## config.mk

```make
export PLATFORM = sky130hd
export DESIGN_NAME = fxp_round_sat
export DESIGN_NICKNAME = d
export VERILOG_FILES = /design/src/rtl/fxp_pkg.sv /design/src/rtl/fxp_sat_clamp.sv /design/src/rtl/fxp_round_sat.sv
export SDC_FILE = /design/constraint.sdc
export NUM_CORES = 1
export LEC_CHECK = 0
export BUFFER_PORTS_ARGS = -buffer_cell sky130_fd_sc_hd__buf_2
export CAP_MARGIN = 5
export CORE_MARGIN = 4
export CORE_UTILIZATION = 35
export CTS_CLUSTER_SIZE = 40
export DETAILED_ROUTE_END_ITERATION = 10
export SKIP_CTS_REPAIR_TIMING = 1
export SYNTH_ARGS = -nofsm -noshare
export SYNTH_HDL_FRONTEND = slang
export SYNTH_HIERARCHICAL = 1
export SYNTH_SLANG_ARGS = --single-unit
```

## constraint.sdc

```tcl
create_clock -name clk -period 2.5 [get_ports clk]
set_input_delay 0.125 -clock clk [delete_from_list [all_inputs] [get_ports clk]]
set_output_delay 0.125 -clock clk [all_outputs]
set_load 0.01 [all_outputs]
```

## src/rtl/fxp_pkg.sv

```systemverilog
// fxp_pkg: shared rounding-mode type and rounding helper
// for the fixed-point round/saturate pipeline.
package fxp_pkg;

  localparam int FXP_DW = 64;
  localparam int FXP_RW = FXP_DW + 1;

  typedef enum logic [1:0] {
    RND_HALF_AWAY,
    RND_TRUNC,
    RND_FLOOR,
    RND_CEIL
  } round_mode_e;

  // Works at a fixed wide width; callers sign-extend in and narrow out.
  function automatic logic [FXP_RW-1:0] fxp_round(
    input logic signed [FXP_DW-1:0] d,
    input int unsigned              frac_w,
    input round_mode_e              mode
  );
    logic signed [FXP_RW-1:0] ip;
    logic [FXP_DW-1:0] mask;
    logic [FXP_DW-1:0] f;
    logic [FXP_DW-1:0] half;
    logic nz;
    logic up;
    ip   = FXP_RW'(d >>> frac_w);
    mask = (FXP_DW'(1) << frac_w) - FXP_DW'(1);
    f    = d & mask;
    half = mask ^ (mask >> 1);
    nz   = |f;
    up   = 1'b0;
    unique case (mode)
      RND_FLOOR:     up = 1'b0;
      RND_CEIL:      up = nz;
      RND_TRUNC:     up = d[FXP_DW-1] & nz;
      RND_HALF_AWAY: up = nz & (d[FXP_DW-1] ? (f > half)
                                            : (f >= half));
    endcase
    return ip + FXP_RW'(up);
  endfunction

endpackage

```

## src/rtl/fxp_sat_clamp.sv

```systemverilog
// fxp_sat_clamp: combinational signed clamp from IN_W
// down to OUT_W bits, flagging when the value changed.
module fxp_sat_clamp #(
  parameter int IN_W  = 9,
  parameter int OUT_W = 8
) (
  input  logic [IN_W-1:0]  din,
  output logic [OUT_W-1:0] dout,
  output logic             sat
);

  logic [IN_W-OUT_W:0] hi;
  logic fits;

  // Fits iff every bit from the output sign bit upward agrees.
  assign hi   = din[IN_W-1:OUT_W-1];
  assign fits = (&hi) | ~(|hi);
  assign sat  = ~fits;

  always_comb begin
    dout = din[OUT_W-1:0];
    if (!fits) begin
      dout = din[IN_W-1] ? {1'b1, {(OUT_W-1){1'b0}}}
                         : {1'b0, {(OUT_W-1){1'b1}}};
    end
  end

endmodule

```

## src/rtl/fxp_round_sat.sv

```systemverilog
// fxp_round_sat: two-stage streaming Qm.FRAC_W -> OUT_W
// integer converter (S1 round, S2 saturate) with clamp counter.
module fxp_round_sat
  import fxp_pkg::*;
#(
  parameter int IN_W      = 16,
  parameter int FRAC_W    = 8,
  parameter int OUT_W     = 8,
  parameter int SAT_CNT_W = 16
) (
  input  logic                 clk,
  input  logic                 rst_n,
  input  logic                 in_valid,
  output logic                 in_ready,
  input  logic [IN_W-1:0]      in_data,
  input  logic [1:0]           in_mode,
  output logic                 out_valid,
  input  logic                 out_ready,
  output logic [OUT_W-1:0]     out_data,
  output logic                 out_sat,
  output logic [SAT_CNT_W-1:0] sat_count,
  input  logic                 sat_clr
);

  localparam int RW = IN_W - FRAC_W + 1;

  logic              v1;
  logic [RW-1:0]     r1;
  logic              v2;
  logic [OUT_W-1:0]  d2;
  logic              s2;
  logic              en1;
  logic              en2;
  logic [FXP_RW-1:0] rnd;
  logic [OUT_W-1:0]  clamp_d;
  logic              clamp_s;

  assign en2      = !v2 || out_ready;
  assign en1      = !v1 || en2;
  assign in_ready = en1;

  assign rnd = fxp_round(FXP_DW'(signed'(in_data)),
                         unsigned'(FRAC_W),
                         round_mode_e'(in_mode));

  always_ff @(posedge clk or negedge rst_n) begin
    if (!rst_n) begin
      v1 <= 1'b0;
      r1 <= '0;
    end else if (en1) begin
      v1 <= in_valid;
      if (in_valid) r1 <= RW'(rnd);
    end
  end

  fxp_sat_clamp #(
    .IN_W (RW),
    .OUT_W(OUT_W)
  ) u_clamp (
    .din (r1),
    .dout(clamp_d),
    .sat (clamp_s)
  );

  always_ff @(posedge clk or negedge rst_n) begin
    if (!rst_n) begin
      v2 <= 1'b0;
      d2 <= '0;
      s2 <= 1'b0;
    end else if (en2) begin
      v2 <= v1;
      if (v1) begin
        d2 <= clamp_d;
        s2 <= clamp_s;
      end
    end
  end

  always_ff @(posedge clk or negedge rst_n) begin
    if (!rst_n) begin
      sat_count <= '0;
    end else if (sat_clr) begin
      sat_count <= '0;
    end else if (v2 && out_ready && s2 && !(&sat_count)) begin
      sat_count <= sat_count + 1'b1;
    end
  end

  assign out_valid = v2;
  assign out_data  = d2;
  assign out_sat   = s2;

endmodule

```

==> flow_metrics.env <==
export IMPL_viasPerCell=5.15
export IMPL_critPathRequiredTime_ns=2.67
export IMPL_worstPathMaxFanout=8
export IMPL_grt_start_max_net_pins=37
export IMPL_ant_nets=0
export IMPL_design_portCount=50
export IMPL_met2WireLength_mm=2.01
export IMPL_drt_wl_total_mm=4.10
export IMPL_vias=1608
export IMPL_power_density_nw_per_um2=642
export IMPL_synth_seq_cells=36
export IMPL_final_hold_viol_count=0
export IMPL_crit_chain="nand4_2 -> or4_1 -> nor4b_1 -> mux2_2"
export IMPL_finalSetupTns_ns=0
export IMPL_synth_main_ff_cell="dfrtp_1"
export IMPL_ys_seq_area_share_pct=47.0
export IMPL_hp_class="in2reg"
export IMPL_antenna_found_initial=0
export IMPL_setup_slack_ns=0.405
export IMPL_synth_cell_type_count=36
export IMPL_top_layer_used="met4"
export IMPL_synth_top_area_share_pct=47.0
export IMPL_core_um2=5200
export IMPL_end_kind="flop"
export IMPL_tightest_slew_ns=0.814
export IMPL_cts_made_buffers=5
export IMPL_crit_slowest_cell="or4_1"
export IMPL_dieArea_um2=6720
export IMPL_cts_tree="built"
export IMPL_async_flop_share_pct=100
export IMPL_drive_gt1_share_pct=31.8
export IMPL_dp_cells=303
export IMPL_grt_ovfl_total=0
export IMPL_clk_latency_ns=0.28
export IMPL_cts_clk_slew_worst_paths_ns=0.07
export IMPL_cts_root_buffer="clkbuf_8"
export IMPL_first_iter_violations=80
export IMPL_synthTopCellsByCount="dfrtp_1 (36), nand2_1 (19), mux2_2 (14)"
export IMPL_synth_area_leaders="dfrtp_1 (47%), mux2_2 (8.2%), nand2_1 (3.7%), ha_1 (3.3%), a21oi_1 (3.1%)"
export IMPL_utilization_pct=44.8
export IMPL_finalSetupViolCount=0
export IMPL_die_y_um=82.0
export IMPL_maxCapViolations=0
export IMPL_min_period_over_period_pct=83.8
export IMPL_gp_congestion=0.790
export IMPL_arrival_ns=2.26
export IMPL_finClkSkew_ns=0.00311
export IMPL_area_growth_pct=21.7
export IMPL_synth_most_common_cell="dfrtp_1"
export IMPL_maxSlewHeadroom_pct=45.7
export IMPL_portBuffers=49
export IMPL_syn_area_per_cell_um2=10.2
export IMPL_clkSinkCount=36
export IMPL_yosys_warnings=6
export IMPL_initial_core_util_pct=36.8
export IMPL_fin_cells=312
export IMPL_clock_fmax_ghz=0.477
export IMPL_peakVddDrop_mv=0.273
export IMPL_p_leak_nw=1.07
export IMPL_first_pass_iters=4
export IMPL_fin_nets=269
export IMPL_wire_per_inst_um=13.1
export IMPL_detailed_place_hpwl_mm=3.08
export IMPL_synth_nets=216
export IMPL_syn_inst=188
export IMPL_grt_first_pass_wirelength_mm=6.73
export IMPL_synth_area_um2=1920
export IMPL_groute_usage_overall_pct=12.8
export IMPL_grt_pass1_vias=1496
export IMPL_die_width_um=82.0
export IMPL_cp_start_kind="flop"
export IMPL_rsz0062_at_grt="no"
export IMPL_min_period_ns=2.09
export IMPL_drv_slew=0
export IMPL_synth_top_area_cell="dfrtp_1"
export IMPL_status="finished clean"
export IMPL_cts_path_max_buffers=2
export IMPL_slowest_delay_ns=0.67
export IMPL_pre_cts_ws_ns=0.407
export IMPL_wl_met3_um=233
export IMPL_drc=0
export IMPL_synth_edf_count=0
export IMPL_critPathKind="reg2reg"
export IMPL_m1WireLength_mm=1.84
export IMPL_rows=26
export IMPL_whs_ns=0.0473
export IMPL_htreeDepth=2
export IMPL_diodes=0
## flip-flops by register name, indices dropped and copies added, names as in the netlist
name       count
sat_count     16
r1             9
out_data       8
out_sat        1
out_valid      1
v1             1
## critical path: cells and delay by family (launching register included)
kind,cells,cell delay [ns]
muxes,1,0.37
DFF,1,0.46
and+or+nand+nor,3,1.16
## cell usage in the layout, fill, tap and decap left out, types with 2 or more instances in the layout
master	synthesis	layout
or3_1	2	2
o41ai_1	3	3
nor2_1	7	7
or4_1	8	8
mux2_2	14	14
nand2_1	19	19
nor3_1	2	2
dfrtp_1	36	36
nor4_1	4	4
a21o_1	7	7
nand2b_1	3	3
buf_2	1	49
clkbuf_8	0	6
o311ai_0	2	2
nand3_1	9	9
nand4_1	6	6
a21oi_1	12	12
inv_1	6	6
o21ai_0	12	12
o31ai_1	6	6
xnor2_1	5	5
ha_1	5	5
clkinv_2	0	2
nor2b_1	3	3
## power breakdown
group / switching (mW) / internal [mW]
registers: 0.0570 / 0.672
logic: 0.171 / 0.172
clock network: 0.205 / 0.220
## layer usage
layer / vias up / GRT usage [%]
met5: - / 0
met4: 0 / 4.15
met3: 2 / 3.18
met2: 43 / 21.9
met1: 753 / 15.6
li1: 810 / -
## kinds of logic after synthesis
kind of cell / Yosys count / synth area share, %
and+or+nand+nor: 71 / 21.1
AOI/OAI and AO/OA: 44 / 14.6
DFF: 36 / 47.0
muxes: 15 / 8.75
buffers and inverters: 11 / 2.61
xor gates and xnor gates: 6 / 2.74
adders and majority gates: 5 / 3.26
## worst paths after layout
path,from,end,slack (ns),cells past startpoint
worst max-delay path,sat_count[2],sat_count[13],0.41,4
worst min-delay path,in_valid,v1,0.05,2
worst max register to register,sat_count[2],sat_count[13],0.41,4
worst min register to register,r1[3],r1[3],0.49,2
max in group asynchronous,rst_n,out_data[4],1.52,2
min in group asynchronous,rst_n,sat_count[4],0.46,2
## layout make-up
class	count	area, µm²
fill	518	2870
multi-input combinational	141	966
sequential	36	901
timing repair buffer	51	263
tap	70	87.6
clock buffer	6	82.6
inverter	6	22.5
clock inverter	2	10.0
## per-stage QoR
step	power (mW)	area, µm²
CTS	1.53	2320
global route	1.60	2330
floorplan	0.956	1920
global placement	1.09	2230
detailed placement	1.09	2230
finish	1.50	2330
(Power assumes the default switching activity.)
